--- src/rtl/axi4lite_rd_timeout_pkg.sv ---
// Shared definitions for the AXI4-Lite read-path watchdog.
// Contents: FSM state encodings (IDLE/WAIT/RESP/DRAIN) and AXI response codes.
// No ports; imported by axi4lite_rd_timeout32 and its counter.
package axi4lite_rd_timeout_pkg;

  // FSM state encoding, kept as plain constants for legacy tool flows.
  typedef logic [1:0] state_t;
  localparam state_t ST_IDLE  = 2'd0;
  localparam state_t ST_WAIT  = 2'd1;
  localparam state_t ST_RESP  = 2'd2;
  localparam state_t ST_DRAIN = 2'd3;

  localparam logic [1:0] RESP_OKAY   = 2'b00;
  localparam logic [1:0] RESP_SLVERR = 2'b10;

endpackage

--- src/rtl/axi4lite_rd_timeout_cnt.sv ---
// Watchdog cycle counter: counts enabled cycles, saturating at TIMEOUT_CYCLES-1.
// Latency: expire is combinational from the count register and enable.
// Backpressure: none; clear wins over enable.
// Ports: clk, rst_n (async active-low), clear, enable -> expire.
module axi4lite_rd_timeout_cnt #(
  parameter int TIMEOUT_CYCLES = 1024
) (
  input  logic clk,
  input  logic rst_n,
  input  logic clear,
  input  logic enable,
  output logic expire
);

  localparam int CW = $clog2(TIMEOUT_CYCLES + 1);
  localparam logic [CW-1:0] LIMIT = CW'(TIMEOUT_CYCLES - 1);

  logic [CW-1:0] cnt;

  // Stops at the compare value so it can never wrap back into range.
  always_ff @(posedge clk or negedge rst_n) begin
    if (!rst_n) begin
      cnt <= '0;
    end else if (clear) begin
      cnt <= '0;
    end else if (enable && (cnt != LIMIT)) begin
      cnt <= cnt + 1'b1;
    end
  end

  assign expire = enable && (cnt == LIMIT);

endmodule

--- src/rtl/axi4lite_rd_timeout32.sv ---
// Read-path watchdog between the 32-bit read handler and the slave fabric.
// Latency: +1 cycle AR (upstream->slave), +1 cycle R (slave->upstream).
// Backpressure: one read in flight; u_arready low until the slave is fully drained.
// Ports: u_ar*/u_r* upstream slave side, d_ar*/d_r* downstream master side,
//   clk, rst_n (async active-low). Optional AXI4LITE_RD_TIMEOUT_STATS_EN adds
//   timeout_cnt[15:0] (saturating) and timeout_sticky.
module axi4lite_rd_timeout32
  import axi4lite_rd_timeout_pkg::*;
#(
  parameter int              ADDR_WIDTH     = 32,
  parameter int              TIMEOUT_CYCLES = 1024,
  parameter logic [31:0]     ERR_DATA       = 32'hDEAD_BEEF
) (
  input  logic                  clk,
  input  logic                  rst_n,
  input  logic [ADDR_WIDTH-1:0] u_araddr,
  input  logic                  u_arvalid,
  output logic                  u_arready,
  output logic [1:0]            u_rresp,
  output logic [31:0]           u_rdata,
  output logic                  u_rvalid,
  input  logic                  u_rready,
  output logic [ADDR_WIDTH-1:0] d_araddr,
  output logic                  d_arvalid,
  input  logic                  d_arready,
  input  logic [1:0]            d_rresp,
  input  logic [31:0]           d_rdata,
  input  logic                  d_rvalid,
  output logic                  d_rready
`ifdef AXI4LITE_RD_TIMEOUT_STATS_EN
  ,
  output logic [15:0]           timeout_cnt,
  output logic                  timeout_sticky
`endif
);

  state_t state;
  state_t nxt_state;
  logic   ar_pend;
  logic   r_owed;
  logic   timed_out;
  logic   expire;

  logic accept;
  logic ar_hs;
  logic r_hs;
  logic u_r_hs;

  // u_arready is its own register (low in reset) so it never depends on inputs.
  assign accept = u_arready && u_arvalid;
  assign ar_hs  = d_arvalid && d_arready;
  assign r_hs   = d_rvalid && d_rready;
  assign u_r_hs = u_rvalid && u_rready;

  // Flags are only non-zero while a read (or its drain) is live, so the
  // downstream handshakes can be driven straight from them in every state.
  // R is not taken before AR has gone, keeping the slave's view ordered.
  assign d_arvalid = ar_pend;
  assign d_rready  = r_owed && !ar_pend;
  assign u_rvalid  = (state == ST_RESP);

  axi4lite_rd_timeout_cnt #(
    .TIMEOUT_CYCLES (TIMEOUT_CYCLES)
  ) u_cnt (
    .clk    (clk),
    .rst_n  (rst_n),
    .clear  (accept),
    .enable (state == ST_WAIT),
    .expire (expire)
  );

  always_comb begin
    nxt_state = state;
    case (state)
      ST_IDLE:  if (accept) nxt_state = ST_WAIT;
      ST_WAIT:  if (r_hs || expire) nxt_state = ST_RESP;
      ST_RESP:  if (u_r_hs) nxt_state = (ar_pend || r_owed) ? ST_DRAIN : ST_IDLE;
      ST_DRAIN: if (!ar_pend && !r_owed) nxt_state = ST_IDLE;
      default:  nxt_state = ST_IDLE;
    endcase
  end

  always_ff @(posedge clk or negedge rst_n) begin
    if (!rst_n) begin
      state     <= ST_IDLE;
      u_arready <= 1'b0;
      ar_pend   <= 1'b0;
      r_owed    <= 1'b0;
      timed_out <= 1'b0;
      d_araddr  <= '0;
      u_rresp   <= 2'b00;
      u_rdata   <= 32'h0;
    end else begin
      state     <= nxt_state;
      u_arready <= (nxt_state == ST_IDLE);

      if (accept) begin
        d_araddr <= u_araddr;
        ar_pend  <= 1'b1;
        r_owed   <= 1'b1;
      end else begin
        if (ar_hs) ar_pend <= 1'b0;
        if (r_hs)  r_owed  <= 1'b0;
      end

      // A real beat arriving in the expiry cycle takes priority over the error.
      if (state == ST_WAIT) begin
        if (r_hs) begin
          u_rresp <= d_rresp;
          u_rdata <= d_rdata;
        end else if (expire) begin
          u_rresp   <= RESP_SLVERR;
          u_rdata   <= ERR_DATA;
          timed_out <= 1'b1;
        end
      end

      if (nxt_state == ST_IDLE) timed_out <= 1'b0;
    end
  end

`ifdef AXI4LITE_RD_TIMEOUT_STATS_EN
  logic to_event;
  assign to_event = (state == ST_WAIT) && expire && !r_hs;

  always_ff @(posedge clk or negedge rst_n) begin
    if (!rst_n) begin
      timeout_cnt    <= 16'h0;
      timeout_sticky <= 1'b0;
    end else if (to_event) begin
      if (timeout_cnt != 16'hFFFF) timeout_cnt <= timeout_cnt + 16'd1;
      timeout_sticky <= 1'b1;
    end
  end
`endif

endmodule
--- config.mk ---
export PLATFORM = sky130hd
export DESIGN_NAME = axi4lite_rd_timeout32
export DESIGN_NICKNAME = d
export VERILOG_FILES = /design/src/rtl/axi4lite_rd_timeout_pkg.sv /design/src/rtl/axi4lite_rd_timeout_cnt.sv /design/src/rtl/axi4lite_rd_timeout32.sv
export SDC_FILE = /design/constraint.sdc
export NUM_CORES = 1
export LEC_CHECK = 0
export CORE_UTILIZATION = 35
export CTS_BUF_LIST = sky130_fd_sc_hd__clkbuf_8 sky130_fd_sc_hd__clkbuf_16
export CTS_CLUSTER_DIAMETER = 40
export DETAILED_ROUTE_END_ITERATION = 12
export GPL_ROUTABILITY_DRIVEN = 0
export GPL_TIMING_DRIVEN = 0
export PLACE_DENSITY = 0.66
export SYNTH_ARGS = -nofsm -noshare
export SYNTH_HDL_FRONTEND = slang
export SYNTH_SLANG_ARGS = --single-unit
--- constraint.sdc ---
create_clock -name clk -period 2.35 [get_ports clk]
set_input_delay 0.235 -clock clk [delete_from_list [all_inputs] [get_ports clk]]
set_output_delay 0.235 -clock clk [all_outputs]
set_load 0.01 [all_outputs]
==> results of run 1 <==
-- routing by layer --
| metal | share of wire [%] | wire length (µm) | GRT usage (%) | up-vias |
|---|---|---|---|---|
| met5 | 0 | 0 | 0 | - |
| met4 | 1.5 | 119 | 6.64 | 0 |
| met3 | 12 | 923 | 7.70 | 11 |
| met2 | 44 | 3480 | 27.4 | 119 |
| met1 | 43 | 3470 | 22.2 | 1277 |
| li1 | - | - | - | 1327 |
-- flip-flops by register name, indices dropped and copies added, names as in the netlist --
signal and cells:
u_rdata 32, d_araddr 32, state 2, u_cnt.cnt 11, d_arvalid 1, u_arready 1, r_owed 1, u_rresp 2
-- logic make-up after synthesis --
family / count (synthesis) / share of synthesized area [%]
AND/OR/NAND/NOR: 132 / 17.5
flip-flops: 82 / 64.0
AO/OA/AOI/OAI: 61 / 14.8
buffers and inverters: 20 / 2.62
XOR/XNOR: 1 / 0.273
multiplexers: 1 / 0.312
adder cells (fa/ha/maj): 1 / 0.390
-- cell usage after synthesis --
| cell type | n | area [µm²] |
|---|---|---|
| a21oi_1 | 5 | 25.0 |
| a22o_1 | 9 | 78.8 |
| and2_0 | 1 | 6.26 |
| and2_1 | 1 | 6.26 |
| and2b_2 | 1 | 8.76 |
| buf_2 | 1 | 5.00 |
| buf_4 | 2 | 15.0 |
| clkbuf_1 | 12 | 45.0 |
| dfrtp_1 | 82 | 2050 |
| ha_1 | 1 | 12.5 |
| inv_1 | 5 | 18.8 |
| mux2i_1 | 1 | 10.0 |
| nand2_1 | 103 | 387 |
| nand2b_1 | 2 | 12.5 |
| nand3_1 | 4 | 20.0 |
| nand3b_1 | 1 | 7.51 |
| nand4_1 | 1 | 6.26 |
| nand4_2 | 1 | 12.5 |
| nor2_1 | 5 | 18.8 |
| nor2b_1 | 2 | 12.5 |
| nor3_1 | 3 | 15.0 |
| o211ai_1 | 1 | 7.51 |
| o21a_1 | 5 | 37.5 |
| o21ai_0 | 5 | 25.0 |
| o21ai_1 | 1 | 5.00 |
| o21bai_1 | 1 | 7.51 |
| o22a_1 | 25 | 219 |
| o22ai_1 | 1 | 6.26 |
| o311a_1 | 1 | 10.0 |
| o31ai_1 | 6 | 45.0 |
| o41ai_1 | 1 | 8.76 |
| or2_1 | 1 | 6.26 |
| or3_1 | 2 | 12.5 |
| or4_1 | 4 | 30.0 |
| xor2_1 | 1 | 8.76 |
-- power groups by stage --
| stage | Combinational, W | Clock [W] | Sequential (W) |
|---|---|---|---|
| finish | 0.00266 | 0.000974 | 0.00238 |
| global route | 0.00289 | 0.00107 | 0.00247 |
| CTS | 0.00269 | 0.00102 | 0.00239 |
| detailed placement | 0.00268 | 0 | 0.00241 |
| global placement | 0.00265 | 0 | 0.00239 |
| floorplan | 0.000876 | 0 | 0.00265 |
-- layout make-up --
cell class	count	area [µm²]	share of cell area (%)
sequential	82	2050	41.3
buffer	15	65.1	1.31
timing repair buffer	143	1450	29.1
clock inverter	7	63.8	1.28
multi-input combinational	196	1070	21.5
clock buffer	9	124	2.49
inverter	5	18.8	0.377
tap	108	135	2.72
-- how the worst max path moves through the flow --
| stage | start | end | slack, ns |
|---|---|---|---|
| floorplan | u_cnt.cnt[0] | u_cnt.cnt[9] | 0.70 |
| detailed placement | u_arvalid | d_arvalid | 0.35 |
| finish | u_cnt.cnt[0] | u_rdata[3] | 0.48 |
| CTS | u_cnt.cnt[0] | u_rdata[3] | 0.47 |
| global route | u_cnt.cnt[0] | u_rdata[0] | 0.30 |
| global placement | rst_n | d_araddr[17] | -1.96 |
-- stage by stage --
stage | TNS (ns) | util (%) | std cells | area (µm²)
2_1_floorplan | 0 | - | 298 | 3200
3_3_place_gp | -160.49 | 53.9 | 547 | 4750
3_5_place_dp | 0 | 54.2 | 548 | 4780
4_1_cts | 0 | 56.5 | 565 | 4970
5_1_grt | 0 | 56.5 | 565 | 4970
6_report | 0 | 56.5 | 565 | 4970
-- repair_timing --
item                                   4_1_cts  5_1_grt
hold buffers                                 1        0
endpoints found under the hold margin       28        0
setup endpoints to repair                    0        0
==> metrics.cfg, run 1 <==
[place]
port_buffers=141
place_ws_ns=0.350
dp_hpwl_mm=5.77

[routing]
post_drt_wl_per_cell_um=14.1
drt_iter0_markers=101
antenna_left=0
drc=28
routed_wl_mm=7.99
first_pass_iters=8
vias=2734
viasPerCell=4.84

[layout]
syn2layout_area_growth_pct=55.2
final_common_cell=clkdlybuf4s50_1
final_cell_mix=clkdlybuf4s50_1, nand2_1, dfrtp_1
drive_above_1_share_pct=4.38
n_fill_cell=771
fin_nets=525
diodes=0

[clock_tree]
clock-root-buffer=clkbuf_8
h-tree-depth=3
clkTransAtPathRegs_ns=0.08
clk_latency_ns=0.34
post-cts-setup-buffer-count=0
cts.repair.resized=0
tritoncts=done
cts.path.max_buffers=2
cts-buffers-inserted=9
clkSinkCount=82

[power]
p_per_area_nw_per_um2=1210
p_total_w=0.00601
comb_power_share_pct=44.2
ir_drop_v=0.000620
p_leak_nw=2.17
pwr-share-clk_pct=16.2
netSwitchingFraction_pct=32.5
intPower_w=0.00406
seqPwrFrac_pct=39.6
p_sw_w=0.00196

[worst_setup_path]
cp-start-kind=flip-flop
cp.arrival_ns=2.16
cp_max_fo=10
r2r-end=u_rdata[3]
worst_setup_path_end_kind=flip-flop
cp_top_family=simple AND/OR/NAND/NOR gates
r2r-start=u_cnt.cnt[0]
critPathRequiredTime_ns=2.64
reg2regPathDepth=6
max_stage_delay_ns=0.41
crit_cells=6
path_cells=ha_1 > nand3_1 > nor3_1 > o21a_1 > buf_4 > o22a_1
crit_slowest_cell=dfrtp_1
reg2reg_slack_ns=0.48
path_buf_inv=1
critical_path_class=reg -> reg

[timing]
final.min_clock_period_ns=1.87
hold_viol=0
finalWorstSetupSlack_ns=0.482
finClkSkew_ns=0.00887
worst_pin_slew_ns=0.638
max_freq_ghz=0.535
period_share_pct=79.5
hold_slack_ns=0.352
rsz0062_at_grt=no
drv_slew=0
max_slew_margin_pct=57.2
setup_violations=0

[logic_synthesis]
synth_warnings=0
synthCells=298
yosys_register_bits=82
yosysSeqAreaShare_pct=64.0
avgSynthCellArea_um2=10.8
ys_types=35
synth_area_um2=3200
synthesis.nets=371

[run_status]
status=finished with violations
violations=DRC

[grt]
antenna_found_initial=0
grt_max_degree=55
grt_pass1_vias=2763
grt_pass1_wl_mm=13.5
overflow=0
grt_usage_pct=17.8

[die]
num_rows=34
core_um2=8810
start_util_pct=36.4
dieHeight_um=97.7
die_x_um=97.7
ios=142
dieArea_um2=9540

[flow_run]
maxCapViolations=0

[hold_path]
hold_path.class=in -> async

Note: power is estimated with default switching activity, not from simulation.
==> run 2, diff against run 1 <==
Settings changed: PLACE_DENSITY 0.66 to 0.69.
Clock period 2.35 ns to 1.6 ns, I/O delays scaled along.
==> run 2 against run 1 <==
Net effect:
- the flow finishes with violations (DRC, setup timing)
- wire length grew 2.4%
- worst hold slack got worse by 0.023 ns
- register-to-register slack lost 0.52 ns
- sequential share of layout area down 1.6 points
- largest power group unchanged
- critical path type unchanged
- fmax grew 14%
- core utilization is 2.4 points higher
- die area did not move
- first-iteration DRC count rose by 5.0%
==> metrics.cfg, run 2 (synthesis gave the netlist of run 1 again) <==
[worst_setup_path]
critPathRequiredTime_ns=1.88
cp-start-kind=flip-flop
reg2regPathDepth=6
cp_max_fo=7
r2r-end=u_cnt.cnt[9]
max_stage_delay_ns=0.47
r2r-start=u_cnt.cnt[0]
crit_slowest_cell=or4_4
cp.arrival_ns=1.91
worst_setup_path_end_kind=flip-flop
reg2reg_slack_ns=-0.03
path_cells=ha_4 > nand3_4 > o31ai_4 > buf_6 > or4_4 > a21oi_2
critical_path_class=reg -> reg

[clock_tree]
cts.path.max_buffers=2
h-tree-depth=3
cts-buffers-inserted=9
clk_latency_ns=0.35
tritoncts=done
clkSinkCount=82
clock-root-buffer=clkbuf_8
clkTransAtPathRegs_ns=0.08

[routing]
viasPerCell=4.78
first_pass_iters=8
post_drt_wl_per_cell_um=14.3
drt_iter0_markers=106
routed_wl_mm=8.19
antenna_left=0
drc=28
vias=2741

[timing]
hold_viol=0
max_slew_margin_pct=59.4
finalWorstSetupSlack_ns=-0.0344
drv_slew=0
finClkSkew_ns=0.00693
period_share_pct=102
worst_pin_slew_ns=0.606
max_freq_ghz=0.612
final.min_clock_period_ns=1.63
setup_violations=2
hold_slack_ns=0.329
rsz0062_at_grt=yes
fin_tns_setup_ns=-0.0570

[place]
port_buffers=141
dp_hpwl_mm=5.79
dp.cells=548

[layout]
syn2layout_area_growth_pct=61.8
top_regs=d_araddr: 32 flops, u_rdata: 32 flops, u_cnt.cnt: 11 flops
final_cell_mix=clkdlybuf4s50_1, nand2_1, dfrtp_1
fin_util_pct=58.9
diodes=0
final_common_cell=clkdlybuf4s50_1
fin_cells=574
drive_above_1_share_pct=11.4
fin_nets=535
n_fill_cell=759

[die]
dieArea_um2=9540
die_x_um=97.7
num_rows=34
dieHeight_um=97.7
core_um2=8810
start_util_pct=36.4
ios=142

[flow_run]
maxCapViolations=0

[grt]
overflow=0
antenna_found_initial=0
grt_pass1_wl_mm=13.6
grt_max_degree=46
grt_usage_pct=18.1
grt_pass1_vias=2828

[power]
ir_drop_v=0.000873
p_per_area_nw_per_um2=1770
p_leak_nw=2.29

[run_status]
violations=DRC, setup timing
status=finished with violations

[hold_path]
hold_path.class=in -> async

[run 2: changes by cell type in the layout (fill, tap and decap cells not counted), moves of 3 or more]
cell / delta
buf_4: +8
clkbuf_1: -5
buf_6: +3
clkbuf_2: +3
inv_1: -3
[run 2: worst max-delay path, delay by kind of cell, from the launching register on]
kind	cells	cell delay, ns
compound gates	2	0.24
fa+ha+maj	1	0.18
buf+inv	1	0.14
flops	1	0.42
simple gates	2	0.58
[run 2: where the power goes]
part           internal [W]  switching (W)
clock              0.000750       0.000747
sequential          0.00297       0.000535
combinational       0.00244        0.00172
total               0.00617        0.00300
[run 2: cell type report]
type / instances / area, µm² / area share, %
plain buffers: 15 / 90.1 / 1.74
flip-flops and latches: 82 / 2050 / 39.6
well taps: 108 / 135 / 2.61
clock buffers: 10 / 138 / 2.66
multi-input cells: 196 / 1170 / 22.6
repair buffers: 153 / 1520 / 29.3
clock inverters: 5 / 55.1 / 1.06
inverters: 5 / 18.8 / 0.362
[run 2: worst max path at each step]
| stage | start | endpoint | slack [ns] | cells past startpoint |
|---|---|---|---|---|
| floorplan | u_cnt.cnt[0] | u_cnt.cnt[9] | -0.05 | 6 |
| global placement | rst_n | d_araddr[10] | -2.59 | 1 |
| detailed placement | u_cnt.cnt[0] | u_rdata[0] | -0.32 | 6 |
| CTS | u_cnt.cnt[0] | u_cnt.cnt[9] | -0.03 | 6 |
| global route | u_cnt.cnt[0] | u_cnt.cnt[9] | -0.11 | 6 |
| finish | u_cnt.cnt[0] | u_cnt.cnt[9] | -0.03 | 6 |
[run 2: per-stage QoR]
stage                     cell area [µm²]  power (W)  setup slack, ns
after global placement               4760    0.00739            -2.59
final                                5180    0.00917          -0.0344
after floorplan                      3210    0.00519          -0.0523
after global routing                 5180    0.00979           -0.106
after detailed placement             4780    0.00751           -0.324
after CTS                            5130    0.00919          -0.0304
[run 2: what timing repair did]
action,4_1_cts,5_1_grt
hold buffers,1,0
setup buffers,7,3
pin swaps,3,4
setup endpoints to repair,52,38
hold endpoints to repair,37,0
resized for setup,25,10
[run 2: routing by layer]
metal / vias to the layer above / GRT usage [%] / share of wire (%)
met2: 108 / 28.6 / 45
li1: 1348 / - / -
met3: 9 / 6.62 / 9.9
met4: 0 / 6.29 / 1.2
met5: - / 0 / 0
met1: 1276 / 23.0 / 44
==> run 3, diff against run 2 <==
Settings changed: CORE_UTILIZATION 35 to 33, PLACE_DENSITY 0.69 to 0.65.
==> run 3 against run 2 <==
Net effect:
- the flow finishes with violations (setup timing)
- worst hold slack lost 0.0055 ns
- wire length grew 3.6%
- via count grew 1.4%
- count of clock-buffer cells in the layout stayed put
- flip-flop and latch count unchanged
- sequential power about the same
- die area grew 5.9%
- global-route usage shrank 1.0 points
- critical path depth is 2 lower
- fmax fell by 0.20%
- clock power shrank 3%
- combinational power is 3% higher
==> metrics.cfg, run 3 (synthesis gave the netlist of run 1 again) <==
[place]
port_buffers=141
dpl_cell_area_um2=4810
dp_hpwl_mm=5.97

[power]
p_sw_w=0.00300
netSwitchingFraction_pct=32.4
ir_drop_v=0.000936
pwr-share-clk_pct=15.8
comb_power_share_pct=46.4
p_total_w=0.00925
seqPwrFrac_pct=37.8
intPower_w=0.00625
p_leak_nw=2.30
p_per_area_nw_per_um2=1760

[worst_setup_path]
critical_path_class=reg -> reg
cp-start-kind=flip-flop
cp_max_fo=5
reg2reg_slack_ns=-0.04
worst_setup_path_end_kind=flip-flop
critPathRequiredTime_ns=1.87
cp.arrival_ns=1.90

[grt]
overflow=0
antenna_found_initial=0
grt_max_degree=48
grt_usage_pct=17.1
grt_pass1_vias=2774
grt_pass1_wl_mm=13.3

[clock_tree]
cts-buffers-inserted=9
clkTransAtPathRegs_ns=0.08
cts.path.max_buffers=2
clock-root-buffer=clkbuf_8
clk_latency_ns=0.34
tritoncts=done
h-tree-depth=3
clkSinkCount=82

[timing]
period_share_pct=102
final.min_clock_period_ns=1.64
finalWorstSetupSlack_ns=-0.0377
drv_slew=0
worst_pin_slew_ns=0.499
rsz0062_at_grt=yes
setup_violations=1
max_freq_ghz=0.611
fin_tns_setup_ns=-0.0377
finClkSkew_ns=0.00958
max_slew_margin_pct=66.7
hold_viol=0

[die]
core_um2=9330
ios=142
num_rows=35
start_util_pct=34.4
die_x_um=101
dieArea_um2=10100
dieHeight_um=101

[layout]
final_common_cell=clkdlybuf4s50_1
diodes=0
drive_above_1_share_pct=11.5
fin_nets=539
syn2layout_area_growth_pct=64.1
design_area_um2=5260
top_regs=d_araddr: 32 flops, u_rdata: 32 flops, u_cnt.cnt: 11 flops
final_cell_mix=clkdlybuf4s50_1, nand2_1, dfrtp_1

[routing]
drc=0
post_drt_wl_per_cell_um=14.2
drt_iter0_markers=65
viasPerCell=4.64
antenna_left=0
routed_wl_mm=8.48
first_pass_iters=4
vias=2779

[flow_run]
maxCapViolations=0

[hold_path]
hold_path.class=in -> async

[run_status]
violations=setup timing
status=finished with violations

run 3: cell types whose count changed in the layout (fill, tap and decap cells not counted), sizes merged:
cell    previous run  this run
buf               15        21
clkbuf            22        20
run 3: final timing paths:
path                            depth (start not counted)            to    startpoint
worst max-delay path                                    4  u_cnt.cnt[9]  u_cnt.cnt[6]
worst min register to register                          2  d_araddr[14]  d_araddr[14]
worst max register to register                          4  u_cnt.cnt[9]  u_cnt.cnt[6]
min in group clk                                        3   d_araddr[2]   u_araddr[2]
worst min-delay path                                    2   u_rdata[17]         rst_n
max in group asynchronous                               3  d_araddr[25]         rst_n
run 3: area by class of cell:
| class | count | area [µm²] |
|---|---|---|
| clock buffers | 10 | 138 |
| multi-input cells | 196 | 1160 |
| plain buffers | 15 | 93.8 |
| repair buffers | 157 | 1580 |
| inverters | 5 | 18.8 |
| flip-flops and latches | 82 | 2060 |
| well taps | 129 | 161 |
| clock inverters | 5 | 55.1 |
| fillers | 855 | 4070 |
run 3: routing by layer:
layer	vias up	track usage, %	routed length [µm]
met5	-	0	0
met2	101	28.8	4140
met1	1313	20.9	3700
li1	1354	-	-
met4	0	6.02	100
met3	11	5.20	536
run 3: worst max-delay path: stages, from the launching register on:
cell and delay [ns]:
dfrtp_1 0.45, nand4_4 0.19, or2_1 0.29, or4_1 0.51
a21oi_1 0.13
run 3: what timing repair did:
action,CTS,global route
resized for setup,21,17
hold buffers,1,0
buffers inserted,9,4
endpoints found under the hold margin,35,0
gates cloned,0,1
pin swaps,4,1
setup endpoints to repair,54,46
run 3: stage by stage:
stage                     hold WS, ns  utilization, %  worst slack (ns)  cells
after floorplan                -0.136               -           -0.0523    298
after global placement          0.457            51.3             -2.61    568
after detailed placement        0.151            51.5            -0.356    569
after CTS                       0.307            55.2           -0.0622    594
after global routing            0.314            56.4           -0.0937    599
final                           0.323            56.4           -0.0377    599
run 3: power groups by stage:
stage,Clock (W),Sequential (W),Combinational (W)
6_report,0.00146,0.00350,0.00429
5_1_grt,0.00161,0.00362,0.00465
4_1_cts,0.00153,0.00351,0.00420
3_5_place_dp,0,0.00354,0.00398
3_3_place_gp,0,0.00351,0.00391
2_1_floorplan,0,0.00390,0.00130
